## config.mk

```make
export PLATFORM = sky130hd
export DESIGN_NAME = filter_scan_sequencer
export DESIGN_NICKNAME = d
export VERILOG_FILES = /design/src/rtl/filter_scan_sequencer.sv
export SDC_FILE = /design/constraint.sdc
export NUM_CORES = 1
export LEC_CHECK = 0
export BUFFER_PORTS_ARGS = -buffer_cell sky130_fd_sc_hd__buf_2
export CORE_MARGIN = 2
export CORE_UTILIZATION = 58
export DETAILED_ROUTE_END_ITERATION = 7
export PLACE_DENSITY = 0.86
export SYNTH_ARGS = -nofsm -noshare
export SYNTH_HDL_FRONTEND = slang
export SYNTH_SLANG_ARGS = --single-unit
```

## constraint.sdc

```tcl
create_clock -name clk -period 11.2 [get_ports clk]
set_clock_uncertainty 0.15 [all_clocks]
set_input_delay 2.24 -clock clk [delete_from_list [all_inputs] [get_ports clk]]
set_output_delay 2.24 -clock clk [all_outputs]
set_load 0.03 [all_outputs]
```

## src/rtl/filter_scan_sequencer.sv

```systemverilog
// filter_scan_sequencer
// Steps the test-signal generator through a programmed delay sweep. For each
// step it waits for the filters to settle, records the signed peak of one
// selected filter output over a dwell window, and then offers the result on a
// valid/ready handshake.
// Optional build macro: FILTER_SCAN_SEQ_TIMEOUT_EN. When it is defined, a
// result that waits TIMEOUT_CYCLES in REPORT is discarded and result_dropped
// latches high.
module filter_scan_sequencer #(
  parameter int SIZE_DELAY       = 8,
  parameter int SIZE_FILTER_DATA = 16,
  parameter int SETTLE_CYCLES    = 16,
  parameter int DWELL_CYCLES     = 256,
  parameter int TIMEOUT_CYCLES   = 1024
) (
  input  logic                          clk,
  input  logic                          reset,
  input  logic                          start,
  input  logic                          abort,
  input  logic [SIZE_DELAY-1:0]         cfg_delay_first,
  input  logic [SIZE_DELAY-1:0]         cfg_delay_last,
  input  logic [SIZE_DELAY-1:0]         cfg_delay_step,
  input  logic [1:0]                    cfg_overlay_mode,
  input  logic                          cfg_rate,
  input  logic [2:0]                    cfg_filter_sel,
  input  logic [6*SIZE_FILTER_DATA-1:0] filter_data,
  output logic                          test_overlay,
  output logic                          test_rate,
  output logic [SIZE_DELAY-1:0]         test_delay,
  output logic                          result_valid,
  input  logic                          result_ready,
  output logic [SIZE_DELAY-1:0]         result_delay,
  output logic                          result_overlay,
  output logic [SIZE_FILTER_DATA-1:0]   result_peak,
  output logic [((DWELL_CYCLES > 1) ? $clog2(DWELL_CYCLES) : 1)-1:0] result_peak_pos,
  output logic                          busy,
  output logic                          done,
  output logic                          result_dropped
);

  localparam int POS_W = (DWELL_CYCLES > 1) ? $clog2(DWELL_CYCLES) : 1;
  localparam int W     = SIZE_FILTER_DATA;
  localparam logic [31:0] SETTLE_LAST = 32'(SETTLE_CYCLES - 1);
  localparam logic [31:0] DWELL_LAST  = 32'(DWELL_CYCLES - 1);

  // Every phase must last at least one cycle for the counters to terminate.
  if (SETTLE_CYCLES < 1 || DWELL_CYCLES < 1 || TIMEOUT_CYCLES < 1) begin : g_cfg_check
    $error("filter_scan_sequencer: cycle-count parameters must be >= 1");
  end

  typedef enum logic [2:0] {
    S_IDLE, S_SETUP, S_SETTLE, S_MEASURE, S_REPORT, S_NEXT, S_DONE
  } state_t;

  state_t                  state;
  logic [SIZE_DELAY-1:0]   last_q;
  logic [SIZE_DELAY-1:0]   step_q;
  logic [1:0]              mode_q;
  logic                    rate_q;
  logic [2:0]              sel_q;
  logic [SIZE_DELAY-1:0]   cur_delay;
  logic                    cur_overlay;
  logic [31:0]             cnt;
  logic [SIZE_DELAY:0]     next_sum;
  logic [W-1:0]            sample;

  // The current step is what gets reported; both stay put while in REPORT.
  assign result_delay   = cur_delay;
  assign result_overlay = cur_overlay;

  // One extra bit so a sweep near the top of the range cannot wrap around.
  assign next_sum = {1'b0, cur_delay} + {1'b0, step_q};

  // Channel select; codes 6 and 7 fall back to v1.
  always_comb begin
    case (sel_q)
      3'd1:    sample = filter_data[1*W +: W];
      3'd2:    sample = filter_data[2*W +: W];
      3'd3:    sample = filter_data[3*W +: W];
      3'd4:    sample = filter_data[4*W +: W];
      3'd5:    sample = filter_data[5*W +: W];
      default: sample = filter_data[0 +: W];
    endcase
  end

`ifndef FILTER_SCAN_SEQ_TIMEOUT_EN
  assign result_dropped = 1'b0;
`endif

  // Sweep sequencer: configuration latch, generator controls, peak search and handshake.
  always_ff @(posedge clk or posedge reset) begin
    if (reset) begin
      state           <= S_IDLE;
      last_q          <= '0;
      step_q          <= '0;
      mode_q          <= '0;
      rate_q          <= 1'b0;
      sel_q           <= '0;
      cur_delay       <= '0;
      cur_overlay     <= 1'b0;
      cnt             <= '0;
      test_overlay    <= 1'b0;
      test_rate       <= 1'b0;
      test_delay      <= '0;
      result_valid    <= 1'b0;
      result_peak     <= '0;
      result_peak_pos <= '0;
      busy            <= 1'b0;
      done            <= 1'b0;
`ifdef FILTER_SCAN_SEQ_TIMEOUT_EN
      result_dropped  <= 1'b0;
`endif
    end else if (abort && state != S_IDLE) begin
      state        <= S_IDLE;
      result_valid <= 1'b0;
      busy         <= 1'b0;
      done         <= 1'b0;
    end else begin
      case (state)
        S_IDLE: begin
          done <= 1'b0;
          if (start) begin
            last_q      <= cfg_delay_last;
            step_q      <= cfg_delay_step;
            mode_q      <= cfg_overlay_mode;
            rate_q      <= cfg_rate;
            sel_q       <= cfg_filter_sel;
            cur_delay   <= cfg_delay_first;
            cur_overlay <= (cfg_overlay_mode == 2'd1);
            busy        <= 1'b1;
            state       <= S_SETUP;
`ifdef FILTER_SCAN_SEQ_TIMEOUT_EN
            result_dropped <= 1'b0;
`endif
          end
        end
        S_SETUP: begin
          test_delay   <= cur_delay;
          test_overlay <= cur_overlay;
          test_rate    <= rate_q;
          cnt          <= '0;
          state        <= S_SETTLE;
        end
        S_SETTLE: begin
          if (cnt == SETTLE_LAST) begin
            cnt             <= '0;
            result_peak     <= {1'b1, {(W-1){1'b0}}};
            result_peak_pos <= '0;
            state           <= S_MEASURE;
          end else begin
            cnt <= cnt + 32'd1;
          end
        end
        S_MEASURE: begin
          if ($signed(sample) > $signed(result_peak)) begin
            result_peak     <= sample;
            result_peak_pos <= cnt[POS_W-1:0];
          end
          if (cnt == DWELL_LAST) begin
            cnt          <= '0;
            result_valid <= 1'b1;
            state        <= S_REPORT;
          end else begin
            cnt <= cnt + 32'd1;
          end
        end
        S_REPORT: begin
          if (result_ready) begin
            result_valid <= 1'b0;
            state        <= S_NEXT;
          end
`ifdef FILTER_SCAN_SEQ_TIMEOUT_EN
          else if (cnt == 32'(TIMEOUT_CYCLES - 1)) begin
            result_valid   <= 1'b0;
            result_dropped <= 1'b1;
            state          <= S_NEXT;
          end else begin
            cnt <= cnt + 32'd1;
          end
`endif
        end
        S_NEXT: begin
          if (mode_q == 2'd2 && !cur_overlay) begin
            cur_overlay <= 1'b1;
            state       <= S_SETUP;
          end else if (step_q == '0 || next_sum > {1'b0, last_q}) begin
            done  <= 1'b1;
            state <= S_DONE;
          end else begin
            cur_delay   <= next_sum[SIZE_DELAY-1:0];
            cur_overlay <= (mode_q == 2'd1);
            state       <= S_SETUP;
          end
        end
        S_DONE: begin
          done  <= 1'b0;
          busy  <= 1'b0;
          state <= S_IDLE;
        end
        default: state <= S_IDLE;
      endcase
    end
  end

endmodule

```

==> flow_summary_export.csv <==
group,metric,value,unit
route,drtPass1Iterations,7,
floorplanning,dieWidth,113,µm
setup_path,critPathMaxFanout,15,
global_route,grt_pass1_wl,29600,µm
route,via_count,6305,
route,wl,17900,µm
clock_network,cts_buffers,9,
global_route,grt_max_degree,81,
yosys,synth_area,6880,µm²
clock_network,cts_setup_buffers,0,
setup_path,end_kind,"flip-flop",
layout,drive_gt1_frac,0.303,
setup_path,critPathMaxStageDelay,0.58,ns
floorplanning,io-pin-count,178,
sta,worst_pin_slew,0.987,ns
placement,pre_cts_ws,5.47,ns
sta,finalSetupViolCount,0,
global_route,antenna_found_initial,0,
yosys,synth_common_cells,"dfrtp_1 (103), o21ai_0 (66), mux2_2 (49)",
sta,fmax,186,MHz
setup_path,crit_family,"simple AND/OR/NAND/NOR gates",
route,wl_per_cell,17.4,µm
yosys,seq_area_frac_synth,0.375,
yosys,synth.top_cell.area_share,0.375,
placement,globalplace.congestion,0.862,
placement,portBuffers,176,
setup_path,cp_data_required_time,11.27,ns
yosys,synthTopCellsByArea,"dfrtp_1 (37%), mux2_2 (8.0%), ha_1 (6.0%)",
setup_path,critPathArrivalTime,5.44,ns
clock_network,cts_resized,0,
setup_path,path_buf_inv,3,
floorplanning,core_area,11500,µm²
layout,nNetsFinal,1048,
global_route,grt_pass1_vias,6216,
yosys,yosysMostFrequentCell,"dfrtp_1",
layout,area_growth_syn_to_layout,17.9,%
yosys,ys_types,66,
clock_network,cts_root_buffer,"clkbuf_16",
run_status,violations,"design-rule violations",
global_route,track_usage,0.288,
sta,maxSlewViolCount,0,
yosys,synth_edf_count,0,
clock_network,cts_tree,"done",
setup_path,start_kind,"input port",
floorplanning,initial_core_util,0.597,
yosys,syn-num-nets,894,
route,routed_via_density,6.12,
sta,rsz0062_at_grt,"false",
route,postRouteAntennaNets,0,
setup_path,worstSetupPathType,"in -> reg",
floorplanning,fp.dieH,113,µm
yosys,ys_warn_count,0,
yosys,yosysTopAreaCell,"dfrtp_1",
clock_network,cts_sinks,103,
clock_network,clk_latency,0.35,ns
layout,antenna_cells,0,
yosys,synthArstFlopShare,1.00,
power_and_ir_drop,p_per_area,286,nW/µm²
yosys,syn_avg_cell_area,9.43,µm²
power_and_ir_drop,p_leak,3.81,nW
sta,finalHoldViolCount,0,
sta,max_slew_margin,0.342,
yosys,ys.flop_type,"dfrtp_1",
clock_network,cts-hold-fix-buffers,0,
clock_network,cts_htree_levels,3,
route,drc,19,
placement,dpl.cell_count,1015,
sta,fin_crit,5.37,ns
setup_path,path_cells,"buf_2 > nand2b_1 > a32oi_1 > o21ai_0 > a21bo_2 > o221ai_1 > inv_1 > ha_1 > nand4_1 > or4_4 > a21oi_2 > nor3_2 > mux2i_2 > buf_4 > a22oi_1",
power_and_ir_drop,vdd_drop_max,0.248,mV
route,drtIter0Drc,460,
sta,finalCritPeriodShare,0.479,
yosys,ys_ff_latch,103,
clock_network,cts_max_path_buffers,2,
clock_network,path_clk_slew,0.06,ns
worst_hold_path,hold_class,"reg -> reg",
run_status,status,"finished, violations left",
sta,setup_slack,5.83,ns
floorplanning,row_count,39,
placement,hpwlAfterDp,13100,µm
yosys,synth_cells,729,
setup_path,crit_slowest_cell,"or4_4",
floorplanning,die-area,12700,µm²
job,cap_viol_max_count,0,
layout,final-instance-count-excl-fill,1030,
sta,finalSetupTns,0,ns
global_route,overflow,0,
layout make-up:
class / instances / area (µm²)
Clock buffer: 9 / 225
Clock inverter: 6 / 70.1
Fill cell: 892 / 3410
Inverter: 40 / 153
Multi-Input combinational cell: 547 / 3980
Sequential cell: 103 / 2580
Tap cell: 143 / 179
Timing Repair Buffer: 182 / 926
worst paths after layout:
check | start | end | slack (ns) | cells past startpoint
max | filter_data[47] | result_peak[15] | 5.83 | 15
min | test_delay[1] | test_delay[1] | 0.35 | 1
max reg2reg | sel_q[2] | result_peak[15] | 6.62 | 13
min reg2reg | test_delay[1] | test_delay[1] | 0.35 | 1
max in group asynchronous | reset | sel_q[0] | 7.91 | 3
min in group asynchronous | reset | test_overlay | 1.67 | 2
cell families after synthesis:
logic type	after synthesis	synth area share
compound gates	224	0.215
xor+xnor	20	0.0255
fa+ha+maj	34	0.0630
buf+inv	79	0.0480
flops	103	0.375
mux	69	0.119
other cells	1	0.000545
simple gates	199	0.154
placed cells by master, fill, tap and decap left out, drive strengths merged, types with 5 or more instances in the layout:
| cell type | instances |
|---|---|
| buf | 182 |
| nor2b | 9 |
| or3 | 8 |
| nand4 | 12 |
| a31oi | 6 |
| a22oi | 8 |
| nor3 | 7 |
| clkbuf | 9 |
| o31ai | 7 |
| o22a | 7 |
| nand3 | 15 |
| xor2 | 9 |
| and3 | 7 |
| mux2 | 49 |
| or2 | 5 |
| nand2b | 20 |
| xnor2 | 11 |
| nor4 | 11 |
| a21o | 8 |
| a22o | 27 |
| o21ai | 67 |
| dfrtp | 103 |
| a21oi | 45 |
| o21a | 18 |
| ha | 33 |
| inv | 41 |
| nand2 | 45 |
| nor2 | 40 |
| mux2i | 15 |
| mux4 | 5 |
per-stage QoR:
step / hold WS (ns) / utilization / cell area (µm²) / total power [mW]
after detailed placement: 0.338 / 0.678 / 7810 / 1.98
after floorplan: 0.325 / - / 6880 / 1.65
final: 0.351 / 0.704 / 8110 / 2.32
after global placement: 0.335 / 0.678 / 7810 / 1.94
after CTS: 0.356 / 0.704 / 8110 / 2.31
after global routing: 0.366 / 0.704 / 8110 / 2.51
power by group:
group	internal [mW]	leakage (nW)	switching, mW
combinational	0.594	2.34	0.775
clock	0.173	0.139	0.141
sequential	0.480	1.34	0.153
total	1.25	3.81	1.07
worst register-to-register path, cell delays in order, from the launching register on:
cell and delay [ns]:
dfrtp_1 0.87, nand2b_1 0.40, o21a_1 0.28, o22a_1 0.20, o21ai_0 0.18, a22oi_1 0.12, ha_1 0.37, nand4_1 0.15
or4_4 0.58, a21oi_2 0.16, nor3_2 0.08, mux2i_2 0.52, buf_4 0.31, a22oi_1 0.08
routing by layer:
metal | vias up | share of wire | track usage
met1 | 2994 | 0.40 | 0.342
met5 | - | 0 | 0
li1 | 3007 | - | -
met3 | 51 | 0.073 | 0.0675
met4 | 0 | 0.040 | 0.133
met2 | 253 | 0.49 | 0.498
state kept, by name, summed over array words and instances (netlist names):
signal	flops
test_delay	8
result_delay	8
sel_q	3
result_overlay	1
result_valid	1
state	3
mode_q	2
last_q	8
cnt	32
done	1
test_overlay	1
busy	1
result_peak	16
step_q	8
result_peak_pos	8
rate_q	1
test_rate	1
No activity file was read; power rests on OpenSTA's default activity.
